$ cat src/rtl/tetris_pkg.sv
// Shared types for the Tetris datapath and its turn controller.
package tetris_pkg;

  // Player command carried on the move bus.
  typedef enum logic [2:0] {
    CMD_NONE   = 3'd0,
    CMD_LEFT   = 3'd1,
    CMD_RIGHT  = 3'd2,
    CMD_ROTATE = 3'd3,
    CMD_DROP   = 3'd4
  } command_t;

  // Turn controller sequencing states.
  typedef enum logic [2:0] {
    S_WAIT  = 3'd0,
    S_SPAWN = 3'd1,
    S_FALL  = 3'd2,
    S_LOCK  = 3'd3,
    S_CHECK = 3'd4,
    S_CLEAR = 3'd5,
    S_OVER  = 3'd6
  } game_ctrl_state_t;

  // Single enable issued during S_FALL in a given cycle.
  typedef enum logic [2:0] {
    ACT_NONE   = 3'd0,
    ACT_DROP   = 3'd1,
    ACT_LEFT   = 3'd2,
    ACT_RIGHT  = 3'd3,
    ACT_ROTATE = 3'd4
  } fall_act_t;

  localparam int unsigned LEVEL_STEP_DEFAULT = 10;

  // Map a player command to a fall action, dropping moves the collision checker blocks.
  function automatic fall_act_t resolve_move(command_t cmd, logic left_col,
                                             logic right_col, logic rot_col);
    fall_act_t act;
    act = ACT_NONE;
    case (cmd)
      CMD_LEFT:   act = left_col  ? ACT_NONE : ACT_LEFT;
      CMD_RIGHT:  act = right_col ? ACT_NONE : ACT_RIGHT;
      CMD_ROTATE: act = rot_col   ? ACT_NONE : ACT_ROTATE;
      default:    act = ACT_NONE;
    endcase
    return act;
  endfunction

endpackage

$ cat src/rtl/game_turn_controller_if.sv
// Datapath-facing bundle: one-cycle enables out, collision/board status in.
interface game_turn_controller_if;
  logic spawn_en;
  logic drop_en;
  logic shift_left_en;
  logic shift_right_en;
  logic rotate_en;
  logic lock_en;
  logic clear_en;
  logic board_wipe_en;
  logic left_collision;
  logic right_collision;
  logic down_collision;
  logic rotation_collision;
  logic spawn_blocked;
  logic any_full_row;

  modport master (
    output spawn_en, drop_en, shift_left_en, shift_right_en, rotate_en,
           lock_en, clear_en, board_wipe_en,
    input  left_collision, right_collision, down_collision, rotation_collision,
           spawn_blocked, any_full_row
  );

  modport slave (
    input  spawn_en, drop_en, shift_left_en, shift_right_en, rotate_en,
           lock_en, clear_en, board_wipe_en,
    output left_collision, right_collision, down_collision, rotation_collision,
           spawn_blocked, any_full_row
  );
endinterface

$ cat src/rtl/game_turn_controller_tick.sv
// Brings a slow asynchronous strobe into clk and emits one pulse per rising edge.
module tick_edge_sync (
  input  logic clk,
  input  logic reset,
  input  logic tick,
  output logic tick_rise
);
  logic sync_a;
  logic sync_b;
  logic sync_d;

  // Two-flop synchroniser followed by a delayed copy for edge detection.
  always_ff @(posedge clk) begin
    if (reset) begin
      sync_a <= 1'b0;
      sync_b <= 1'b0;
      sync_d <= 1'b0;
    end else begin
      sync_a <= tick;
      sync_b <= sync_a;
      sync_d <= sync_b;
    end
  end

  assign tick_rise = sync_b & ~sync_d;
endmodule

$ cat src/rtl/game_turn_controller.sv
// Turn sequencer for the Tetris datapath: spawn, gravity, moves, lock, line clear, score.
module game_turn_controller
  import tetris_pkg::*;
#(
  parameter int unsigned LINES_W    = 8,
  parameter int unsigned LEVEL_W    = 4,
  parameter int unsigned LEVEL_STEP = LEVEL_STEP_DEFAULT
) (
  input  logic                   clk,
  input  logic                   reset,
  input  logic                   game_tick,
  input  logic                   move_tick,
  input  logic                   move_valid,
  input  command_t               move,
  input  logic                   restart,
  game_turn_controller_if.master dp,
  output logic                   piece_active,
  output logic                   game_over,
  output logic [LINES_W-1:0]     lines_cleared,
  output logic [LEVEL_W-1:0]     level,
  output game_ctrl_state_t       ctrl_state
);

  localparam int unsigned LINE_CNT_W = (LEVEL_STEP > 1) ? $clog2(LEVEL_STEP) : 1;

  game_ctrl_state_t       state, state_n;
  fall_act_t              act, act_n;
  logic                   pend_valid, pend_valid_n;
  command_t               pend_cmd, pend_cmd_n;
  logic                   wipe, wipe_n;
  logic                   game_rise;
  logic                   move_rise;
  logic                   move_req;
  logic [LINE_CNT_W-1:0]  line_cnt;

  tick_edge_sync u_game_sync (
    .clk       (clk),
    .reset     (reset),
    .tick      (game_tick),
    .tick_rise (game_rise)
  );

  tick_edge_sync u_move_sync (
    .clk       (clk),
    .reset     (reset),
    .tick      (move_tick),
    .tick_rise (move_rise)
  );

  assign move_req = move_rise & move_valid;

  // State register plus the Moore-side action, pending move and wipe flops.
  always_ff @(posedge clk) begin
    if (reset) begin
      state      <= S_WAIT;
      act        <= ACT_NONE;
      pend_valid <= 1'b0;
      pend_cmd   <= CMD_NONE;
      wipe       <= 1'b0;
    end else begin
      state      <= state_n;
      act        <= act_n;
      pend_valid <= pend_valid_n;
      pend_cmd   <= pend_cmd_n;
      wipe       <= wipe_n;
    end
  end

  // Next-state logic, including gravity-over-move arbitration in S_FALL.
  always_comb begin
    state_n      = state;
    act_n        = ACT_NONE;
    pend_valid_n = 1'b0;
    pend_cmd_n   = pend_cmd;
    wipe_n       = 1'b0;
    case (state)
      S_WAIT:  if (game_rise) state_n = S_SPAWN;
      S_SPAWN: state_n = dp.spawn_blocked ? S_OVER : S_FALL;
      S_FALL: begin
        pend_valid_n = pend_valid;
        // Gravity owns the next cycle; a coincident move is parked and
        // resolved against the collision flags only when it gets its turn.
        if (game_rise) begin
          if (dp.down_collision) begin
            state_n      = S_LOCK;
            pend_valid_n = 1'b0;
          end else begin
            act_n = ACT_DROP;
            if (move_req) begin
              pend_valid_n = 1'b1;
              pend_cmd_n   = move;
            end
          end
        end else if (move_req) begin
          act_n        = resolve_move(move, dp.left_collision, dp.right_collision,
                                      dp.rotation_collision);
          pend_valid_n = 1'b0;
        end else if (pend_valid) begin
          act_n        = resolve_move(pend_cmd, dp.left_collision, dp.right_collision,
                                      dp.rotation_collision);
          pend_valid_n = 1'b0;
        end
      end
      S_LOCK:  state_n = S_CHECK;
      S_CHECK: state_n = dp.any_full_row ? S_CLEAR : S_WAIT;
      S_CLEAR: state_n = S_CHECK;
      S_OVER: begin
        if (restart) begin
          state_n = S_WAIT;
          wipe_n  = 1'b1;
        end
      end
      default: state_n = S_WAIT;
    endcase
  end

  // Moore outputs decoded from state and the registered fall action.
  always_comb begin
    dp.spawn_en       = (state == S_SPAWN);
    dp.drop_en        = (state == S_FALL) && (act == ACT_DROP);
    dp.shift_left_en  = (state == S_FALL) && (act == ACT_LEFT);
    dp.shift_right_en = (state == S_FALL) && (act == ACT_RIGHT);
    dp.rotate_en      = (state == S_FALL) && (act == ACT_ROTATE);
    dp.lock_en        = (state == S_LOCK);
    dp.clear_en       = (state == S_CLEAR);
    dp.board_wipe_en  = wipe;
    piece_active      = (state == S_FALL);
    game_over         = (state == S_OVER);
  end

  assign ctrl_state = state;

  // Lines and level counters, advanced once per cleared row and zeroed on restart.
  always_ff @(posedge clk) begin
    if (reset || wipe_n) begin
      lines_cleared <= '0;
      level         <= '0;
      line_cnt      <= '0;
    end else if (state == S_CLEAR) begin
      if (lines_cleared != '1) lines_cleared <= lines_cleared + LINES_W'(1);
      if (line_cnt == LINE_CNT_W'(LEVEL_STEP - 1)) begin
        line_cnt <= '0;
        if (level != '1) level <= level + LEVEL_W'(1);
      end else begin
        line_cnt <= line_cnt + LINE_CNT_W'(1);
      end
    end
  end

endmodule

$ cat src/flat_wrapper.sv
// flat-port wrapper written by rule: the top's interface ports become plain ports
module game_turn_controller_flat import tetris_pkg::*;
#(
  parameter int unsigned LINES_W    = 8,
  parameter int unsigned LEVEL_W    = 4,
  parameter int unsigned LEVEL_STEP = LEVEL_STEP_DEFAULT
)
  (clk, reset, game_tick, move_tick, move_valid, move, restart, piece_active, game_over, lines_cleared, level, ctrl_state, dp_spawn_en, dp_drop_en, dp_shift_left_en, dp_shift_right_en, dp_rotate_en, dp_lock_en, dp_clear_en, dp_board_wipe_en, dp_left_collision, dp_right_collision, dp_down_collision, dp_rotation_collision, dp_spawn_blocked, dp_any_full_row);
  game_turn_controller_if dp_i ();
  input  logic clk;
  input  logic reset;
  input  logic game_tick;
  input  logic move_tick;
  input  logic move_valid;
  input  command_t move;
  input  logic restart;
  output logic piece_active;
  output logic game_over;
  output logic [LINES_W-1:0] lines_cleared;
  output logic [LEVEL_W-1:0] level;
  output game_ctrl_state_t ctrl_state;
  output wire logic [$bits(dp_i.spawn_en)-1:0] dp_spawn_en;
  output wire logic [$bits(dp_i.drop_en)-1:0] dp_drop_en;
  output wire logic [$bits(dp_i.shift_left_en)-1:0] dp_shift_left_en;
  output wire logic [$bits(dp_i.shift_right_en)-1:0] dp_shift_right_en;
  output wire logic [$bits(dp_i.rotate_en)-1:0] dp_rotate_en;
  output wire logic [$bits(dp_i.lock_en)-1:0] dp_lock_en;
  output wire logic [$bits(dp_i.clear_en)-1:0] dp_clear_en;
  output wire logic [$bits(dp_i.board_wipe_en)-1:0] dp_board_wipe_en;
  input wire logic [$bits(dp_i.left_collision)-1:0] dp_left_collision;
  input wire logic [$bits(dp_i.right_collision)-1:0] dp_right_collision;
  input wire logic [$bits(dp_i.down_collision)-1:0] dp_down_collision;
  input wire logic [$bits(dp_i.rotation_collision)-1:0] dp_rotation_collision;
  input wire logic [$bits(dp_i.spawn_blocked)-1:0] dp_spawn_blocked;
  input wire logic [$bits(dp_i.any_full_row)-1:0] dp_any_full_row;
  assign dp_spawn_en = dp_i.spawn_en;
  assign dp_drop_en = dp_i.drop_en;
  assign dp_shift_left_en = dp_i.shift_left_en;
  assign dp_shift_right_en = dp_i.shift_right_en;
  assign dp_rotate_en = dp_i.rotate_en;
  assign dp_lock_en = dp_i.lock_en;
  assign dp_clear_en = dp_i.clear_en;
  assign dp_board_wipe_en = dp_i.board_wipe_en;
  assign dp_i.left_collision = dp_left_collision;
  assign dp_i.right_collision = dp_right_collision;
  assign dp_i.down_collision = dp_down_collision;
  assign dp_i.rotation_collision = dp_rotation_collision;
  assign dp_i.spawn_blocked = dp_spawn_blocked;
  assign dp_i.any_full_row = dp_any_full_row;
  game_turn_controller #(.LINES_W(LINES_W), .LEVEL_W(LEVEL_W), .LEVEL_STEP(LEVEL_STEP)) u_core (.clk(clk), .reset(reset), .game_tick(game_tick), .move_tick(move_tick), .move_valid(move_valid), .move(move), .restart(restart), .dp(dp_i), .piece_active(piece_active), .game_over(game_over), .lines_cleared(lines_cleared), .level(level), .ctrl_state(ctrl_state));
endmodule
$ cat config.mk
export PLATFORM = sky130hd
export DESIGN_NAME = game_turn_controller_flat
export DESIGN_NICKNAME = d
export VERILOG_FILES = /design/src/rtl/tetris_pkg.sv /design/src/rtl/game_turn_controller_if.sv /design/src/rtl/game_turn_controller_tick.sv /design/src/rtl/game_turn_controller.sv /design/src/flat_wrapper.sv
export SDC_FILE = /design/constraint.sdc
export NUM_CORES = 1
export LEC_CHECK = 0
export CORE_MARGIN = 2
export CORE_UTILIZATION = 51
export CTS_BUF_LIST = sky130_fd_sc_hd__clkbuf_16
export CTS_CLUSTER_DIAMETER = 100
export CTS_CLUSTER_SIZE = 28
export DETAILED_ROUTE_END_ITERATION = 12
export PLACE_DENSITY = 0.83
export SLEW_MARGIN = 20
export SYNTH_ARGS = -nofsm -noshare
export SYNTH_HDL_FRONTEND = slang
export SYNTH_SLANG_ARGS = --single-unit
$ cat constraint.sdc
create_clock -name clk -period 4.3 [get_ports clk]
set_clock_uncertainty 0.1 [all_clocks]
set_input_delay 0.86 -clock clk [delete_from_list [all_inputs] [get_ports clk]]
set_output_delay 0.86 -clock clk [all_outputs]
set_load 0.02 [all_outputs]
## After elaboration in Yosys (flattened, before gate mapping)

Cells that the tools add are included.

| storage, ports and cells | value |
|---|---|
| register bits | 33 |
| word-level logic and storage cells | 80 |

| cells by class | value |
|---|---|
| add/subtract/negate cells | 3 |
| equal/unequal tests | 23 |
| muxes and demuxes | 19 |
| bitwise logic cells | 8 |
| reductions and logical operators | 13 |

Operator list:

| kind | count |
|---|---|
| 2-to-1 mux 3 bit | 10 |
| == test 3 x 2 -> 1 bit (second input constant) | 8 |
| case mux 3 bit (3 select lines) | 2 |
| case mux 3 bit (6 select lines) | 1 |
| == test 3 x 1 -> 1 bit (second input constant) | 4 |
| == test 3 bit (second input constant) | 4 |
| adder 4 x 1 -> 4 bit (second input constant) | 2 |
| adder 8 x 1 -> 8 bit (second input constant) | 1 |
| != test 8 bit (second input constant) | 1 |
| AND reduction 4 bit | 2 |
| != test 2 x 1 -> 1 bit (second input constant) | 3 |
| inverter 1 bit | 5 |
| == test 4 bit (second input constant) | 1 |
| logical AND 1 bit | 4 |
| 2-to-1 mux 2 bit | 2 |
| 2-to-1 mux 4 bit | 1 |
| != test 4 bit (second input constant) | 1 |
| OR reduction 2 bit | 2 |
| OR reduction 4 bit | 1 |
| bitwise AND 1 bit | 3 |
| logical NOT 3 bit | 1 |
| 2-to-1 mux 1 bit | 3 |
| AND reduction 3 bit | 1 |
| != test 2 bit (second input constant) | 1 |
| other kinds (2) | 2 |

## Longest topological paths before layout

Gate-level depths: netlist (run 1).

| depth | value |
|---|---|
| word-level depth | 5 |
| gate-level depth with buffers | 6 |
| depth with buffers taken out | 5 |

## By module

From an unflattened synthesis (run 1), not the netlist that was laid out.

| second synthesis, totals | value |
|---|---|
| cell total of the unflattened synthesis | 177 |
| area total of the unflattened synthesis | 1571.5 um^2 |

By module, submodules not included:

| module | instances | cells an instance | area an instance (um^2) |
|---|---|---|---|
| game_turn_controller | 1 | 163 | 1396.3 |
| tick_edge_sync | 2 | 7 | 87.6 |

## Worst setup path before layout (run 1)

OpenSTA, ideal clock, no wires.

| timing path | value |
|---|---|
| kind | reg-to-output |
| start | register u_core.state[1] (netlist: u_core.ctrl_state[1]) |
| end | output dp_rotate_en |
| arrival | 1.870 ns |
| path slack | 1.470 ns |
| stages on the path, launching flop included | 5 |
| buffers on the path | 2 |
| path through | dfxtp_1 > buf_6 > or3b_1 > buf_2 > nor4b_1 |

| on the way | value |
|---|---|
| longest elaborated chain between the ends | 2 |

Ends and longest elaborated chain:

| what | RTL line | text |
|---|---|---|
| start, declared | game_turn_controller.sv:26 | `game_ctrl_state_t state, state_n;` |
| start signal, assigned | game_turn_controller.sv:61 | `state <= state_n;` |
| == test 3 x 2 -> 1 bit | game_turn_controller.sv:123 | `dp.rotate_en = (state == S_FALL) && (act == ACT_ROTATE);` |
| logical AND 1 bit | game_turn_controller.sv:123 |  |
| end, declared | flat_wrapper.sv:26 | `output wire logic [$bits(dp_i.rotate_en)-1:0] dp_rotate_en;` |

No other way between the ends.

## Final worst setup path (run 1)

Same ends and word-level chain as after synthesis.

==> results.toml, run 1 <==
[status]
status = "complete, but fails checks"
violations = "design-rule violations"

[cts]
ctsHoldBuffers = 0
h-tree-depth = 2
cts_sinks = 33
cts_setup_buffers = 0
clk_latency_ps = 280
cts_buffers = 5
root_buffer = "clkbuf_16"
path_clk_slew_ps = 50
post_cts_resized = 0
clockBufferDepth = 2
cts_tree = "built"

[finish]
antennaDiodeCount = 0
final_nets = 225
syn_to_final_growth_pct = 35.8
regArea_sq_um = 661
drive_above_1_share = 0.0526
nFillCells = 202
multiInputGateArea_sq_um = 815

[drt]
drc = 3
drt_iter0_markers = 58
wl_per_cell_um = 13.7
viasPerCell = 5.62
dr.pass1.iters = 8
dr_total_vias = 1349
routed_wl_um = 3290
antenna_left = 0

[sta]
slew_viol_final = 0
max_slew_margin = 0.602
finalCritPeriodShare = 0.768
finalCriticalPeriod_ps = 3300
max_freq_ghz = 0.303
rsz0062_at_grt = "no"
setup_tns_ps = 0
hold_violations = 0
worstMarginPinSlew_ps = 595
setup_viol = 0

[synthesis]
synth_seq_cells = 33
yosys.area_share.simple = 0.336
synth-edff-count = 0
synthMuxAreaShare = 0.0262
async_flop_share = 0
ys_seq_area_frac = 0.432
synth_area_sq_um = 1530
synth_compound_area_frac = 0.102
synth_xor_area_frac = 0.0515
synth_top_family_by_area = "simple AND/OR/NAND/NOR gates"
ys.flop_type = "dfxtp_1"
synth.avg_cell_area_sq_um = 8.95
yosys_warnings = 0
synth_cell_types = 43
synth_fa_ha_area_frac = 0.0164
syn_inst = 171
syn-num-nets = 188

[power_and_ir_drop]
vdd_drop_max_v = 0.000297
p_leak_uw = 0.000773
power_uw = 744
pwr_density_cell_nw_per_um2 = 358

[global_routing]
grt_max_degree = 19
grtUsageTotal = 0.214
grt_pass1_wl_um = 5510
grt_overflow_total = 0
grt_pass1_vias = 1292
antenna_found_initial = 0

[critical_path]
worst_path_largest_cell_delay_ps = 670
worstSetupPathDepth = 3
slowest_stage = "clkdlybuf4s50_1"
cp.required_ps = 3340
rr_endpoint = "u_core.lines_cleared[7]"
r2r_cells = 4
cpLargestDelayFamily = "simple AND/OR/NAND/NOR gates"
r2r_slack_ps = 2330
worstPathMaxFanout = 13
endpoint_kind = "output port"
reg2reg_from = "u_core.ctrl_state[0]"
start_kind = "register"
path_class = "reg -> out"
path_cells = "or3b_1 > nor4b_1 > clkdlybuf4s50_1"
critPathBufInv = 1
critical_path_arrival_ps = 2340

[floorplanning]
start_util = 0.545
die_area_sq_um = 3450
fp.coreArea_sq_um = 2810
die_w_um = 58.8
rows = 19
io-pin-count = 40
die_h_um = 58.8

[job]
cap_violations = 0

[place]
numPortBuffers = 39
dp_hpwl_um = 2450
place.gp.congestion = 0.792

[hold_path]
min_path_cells = 1
hold_path.class = "reg -> reg"
hold_end = "u_core.u_game_sync.sync_b"
worstHoldStart = "u_core.u_game_sync.sync_a"
## worst max path at each step
stage,end,slack (ps),startpoint
after floorplan,dp_rotate_en,1470,u_core.ctrl_state[1]
after global placement,dp_rotate_en,1430,u_core.ctrl_state[1]
after detailed placement,dp_shift_left_en,1310,u_core.ctrl_state[1]
after CTS,dp_rotate_en,970,u_core.ctrl_state[1]
after global routing,dp_shift_left_en,870,u_core.ctrl_state[1]
final,dp_rotate_en,1000,u_core.ctrl_state[1]
## synth_stat cells (2+ instances only)
master | count | area [sq um]
and2_1 | 2 | 12.5
mux2i_1 | 4 | 40.0
xnor2_1 | 3 | 26.3
inv_1 | 3 | 11.3
nor2_1 | 21 | 78.8
nand3_1 | 5 | 25.0
dfxtp_1 | 33 | 661
or4_1 | 2 | 15.0
nor2b_1 | 12 | 75.1
and4b_1 | 2 | 20.0
a31oi_1 | 2 | 12.5
nand2_1 | 5 | 18.8
nand4_1 | 5 | 31.3
clkbuf_1 | 5 | 18.8
o31ai_1 | 2 | 15.0
o21ai_1 | 2 | 10.0
o21ai_0 | 6 | 30.0
and3b_1 | 2 | 17.5
a21oi_1 | 8 | 40.0
nor3_1 | 9 | 45.0
nor4b_1 | 3 | 26.3
ha_1 | 2 | 25.0
nor3b_1 | 6 | 45.0
nand4b_1 | 2 | 17.5
xor2_1 | 6 | 52.6
buf_2 | 2 | 10.0
## report_power, final
part           leakage [uW]  internal (uW)  switching, uW
registers          0.000267            310           4.01
clock network     0.0000826            268            120
logic              0.000424           22.1           18.9
## stage by stage
step	hold WS [ps]	area (sq um)	utilization	setup WS, ps	std cells
2_1_floorplan	314	1530	-	1470	171
3_3_place_gp	323	1920	0.683	1430	232
3_5_place_dp	323	1920	0.683	1310	232
4_1_cts	335	2080	0.741	972	240
5_1_grt	353	2080	0.741	871	240
6_report	333	2080	0.741	997	240
## registers in the layout, summed over array words and instances, names as in the netlist, 3 cells and up
name                  flops
u_core.line_cnt           4
u_core.act                3
u_core.ctrl_state         3
u_core.lines_cleared      8
u_core.level              4
u_core.pend_cmd           3
## cell families after synthesis
group | after synthesis
compound gates | 25
fa+ha+maj | 2
flops | 33
buf+inv | 12
xor+xnor | 9
mux | 4
simple gates | 86
## routing by layer
layer,vias to the layer above,wire length (um),track usage
li1,690,-,-
met4,0,54,0.101
met2,31,1710,0.386
met1,624,1340,0.218
met3,4,178,0.0769
met5,-,0,0
## cell usage in the layout (no fill, tap or decap), types with 2 or more instances in the layout
| cell type | count |
|---|---|
| or4_1 | 2 |
| ha_1 | 2 |
| a21oi_1 | 8 |
| nand3_1 | 5 |
| and3b_1 | 2 |
| clkdlybuf4s50_1 | 39 |
| clkbuf_16 | 5 |
| nor2_1 | 21 |
| xor2_1 | 6 |
| nand4_1 | 5 |
| o31ai_1 | 2 |
| and4b_1 | 2 |
| nor3_1 | 9 |
| nand4b_1 | 2 |
| a31oi_1 | 2 |
| inv_1 | 4 |
| nand2_1 | 5 |
| dfxtp_1 | 33 |
| o21ai_0 | 6 |
| nor4b_1 | 3 |
| xnor2_1 | 3 |
| and2_1 | 2 |
| nor2b_1 | 12 |
| o21ai_1 | 2 |
| mux2i_1 | 4 |
| nor3b_1 | 6 |
## layout make-up
class | count | share of cell area
clock buffer | 5 | 0.0602
clock inverter | 3 | 0.0181
sequential | 33 | 0.318
multi-input combinational | 126 | 0.392
timing repair buffer | 39 | 0.188
tap | 31 | 0.0187
inverter | 3 | 0.00542
## worst reg2reg max path, delay by kind of cell, from the launching register on
kind | cells | cell delay, ps
AND/OR/NAND/NOR | 2 | 870
flip-flops | 1 | 550
AO/OA/AOI/OAI | 2 | 380
Note: power is estimated with default switching activity, not from simulation.
==> run 2, diff against run 1 <==
--- a/config.mk
+++ b/config.mk
@@ -6,12 +6,12 @@
 export NUM_CORES = 1
 export LEC_CHECK = 0
 export CORE_MARGIN = 2
-export CORE_UTILIZATION = 51
+export CORE_UTILIZATION = 43
 export CTS_BUF_LIST = sky130_fd_sc_hd__clkbuf_16
 export CTS_CLUSTER_DIAMETER = 100
 export CTS_CLUSTER_SIZE = 28
 export DETAILED_ROUTE_END_ITERATION = 12
-export PLACE_DENSITY = 0.83
+export PLACE_DENSITY = 0.75
 export SLEW_MARGIN = 20
 export SYNTH_ARGS = -nofsm -noshare
 export SYNTH_HDL_FRONTEND = slang
==> constraint.sdc (replaced) <==
create_clock -name clk -period 2.7 [get_ports clk]
set_clock_uncertainty 0.1 [all_clocks]
set_input_delay 0.54 -clock clk [delete_from_list [all_inputs] [get_ports clk]]
set_output_delay 0.54 -clock clk [all_outputs]
set_load 0.02 [all_outputs]
==> run 2 against run 1 <==
The flow now finishes without violations. Count of clock-buffer cells in the layout unchanged. Setup slack worse by 860 ps. Non-clock buffer count rose by 4.
==> results.toml, run 2 (synthesis results as in run 1) <==
[drt]
drc = 0
wl_per_cell_um = 12.1
routed_wl_um = 3120
antenna_left = 0
dr_total_vias = 1349
drt_iter0_markers = 103
dr.pass1.iters = 4
viasPerCell = 5.21

[floorplanning]
die_w_um = 63.7
start_util = 0.451
die_area_sq_um = 4050
io-pin-count = 40
rows = 21
fp.coreArea_sq_um = 3390
die_h_um = 63.7

[cts]
clk_latency_ps = 270
root_buffer = "clkbuf_16"
ctsHoldBuffers = 0
cts_sinks = 33
cts_setup_buffers = 0
post_cts_resized = 1
h-tree-depth = 2
cts_buffers = 5
clockBufferDepth = 2
cts_tree = "built"
path_clk_slew_ps = 50

[sta]
rsz0062_at_grt = "no"
finalCriticalPeriod_ps = 2560
worstMarginPinSlew_ps = 406
finalCritPeriodShare = 0.948
slew_viol_final = 0
hold_violations = 0
max_freq_ghz = 0.391
max_slew_margin = 0.728
setup_viol = 0
setup_tns_ps = 0

[critical_path]
critPathBufInv = 1
reg2reg_from = "u_core.ctrl_state[2]"
r2r_cells = 5
slowest_stage = "clkdlybuf4s50_1"
worstPathMaxFanout = 7
cpLargestDelayFamily = "simple AND/OR/NAND/NOR gates"
critical_path_arrival_ps = 1920
cp.required_ps = 2060
worst_path_largest_cell_delay_ps = 590
r2r_slack_ps = 900
start_kind = "register"
path_cells = "or3b_4 > and4bb_2 > clkdlybuf4s50_1"
rr_endpoint = "u_core.lines_cleared[7]"
path_class = "reg -> out"
endpoint_kind = "output port"

[finish]
top_register = "u_core.lines_cleared"
antennaDiodeCount = 0
stdcell_count = 259
final_nets = 229
syn_to_final_growth_pct = 39.4
nFillCells = 294
layout_commonest_cell = "clkdlybuf4s50_1"
reg_top3 = "u_core.lines_cleared x8, u_core.level x4, u_core.line_cnt x4"
largest_reg_flops = 8
drive_above_1_share = 0.0751
final_cell_mix = "clkdlybuf4s50_1 (36), dfxtp_1 (33), nor2_1 (21), nor2b_1 (12), nor3_1 (9)"

[place]
numPortBuffers = 39
dp_hpwl_um = 2270
place.gp.congestion = 0.781
placedCellCount = 251

[hold_path]
hold_end = "u_core.u_move_sync.sync_b"
hold_path.class = "reg -> reg"
min_path_cells = 1
worstHoldStart = "u_core.u_move_sync.sync_a"

[global_routing]
grt_overflow_total = 0
antenna_found_initial = 0
grt_pass1_wl_um = 5440
grt_max_degree = 17
grtUsageTotal = 0.170
grt_pass1_vias = 1264

[power_and_ir_drop]
p_leak_uw = 0.000839
vdd_drop_max_v = 0.000423
pwr_density_cell_nw_per_um2 = 557

[job]
cap_violations = 0

[status]
status = "finished, final reports clean"
## run 2: cell type report
type                    count  area [sq um]  area share
inverters                   3          11.3     0.00528
clock inverters             3          37.5      0.0176
repair buffers             43           424       0.199
flip-flops and latches     33           661       0.310
well taps                  46          57.6      0.0270
clock buffers               5           125      0.0587
multi-input cells         126           817       0.383
## run 2: worst max path at each step
| stage | end | start | cells past startpoint |
|---|---|---|---|
| 2_1_floorplan | dp_rotate_en | u_core.ctrl_state[1] | 4 |
| 3_3_place_gp | dp_rotate_en | u_core.ctrl_state[2] | 3 |
| 3_5_place_dp | dp_rotate_en | u_core.ctrl_state[2] | 3 |
| 4_1_cts | dp_drop_en | u_core.ctrl_state[2] | 3 |
| 5_1_grt | dp_shift_right_en | u_core.ctrl_state[1] | 3 |
| 6_report | dp_shift_right_en | u_core.ctrl_state[1] | 3 |
## run 2: routing by layer
metal / vias to the layer above / part of all wire / GRT usage
li1: 692 / - / -
met1: 619 / 0.48 / 0.211
met2: 33 / 0.46 / 0.270
met3: 5 / 0.039 / 0.0446
met4: 0 / 0.022 / 0.0897
met5: - / 0 / 0
## run 2: worst reg2reg max path, stage by stage, from the launching register on
cell	delay (ps)
dfxtp_1	330
buf_4	190
and3b_2	290
o21ai_1	190
or4_1	500
a21oi_1	140
## run 2: where the power goes
| group | total, uW | switching, uW | internal [uW] |
|---|---|---|---|
| Combinational | 73.8 | 34.2 | 39.5 |
| Sequential | 495 | 1.95 | 493 |
| Clock | 620 | 192 | 428 |
| Total | 1190 | 228 | 961 |
## run 2: metrics by stage
stage / hold WS [ps] / util / setup WS, ps / total power [uW] / cell area (sq um)
after floorplan: 314 / - / 190 / 542 / 1530
after global placement: 320 / 0.580 / 351 / 577 / 1960
after detailed placement: 327 / 0.580 / 280 / 578 / 1960
after CTS: 348 / 0.627 / 21.6 / 1200 / 2130
after global routing: 370 / 0.629 / 61.1 / 1230 / 2130
final: 341 / 0.629 / 140 / 1190 / 2130
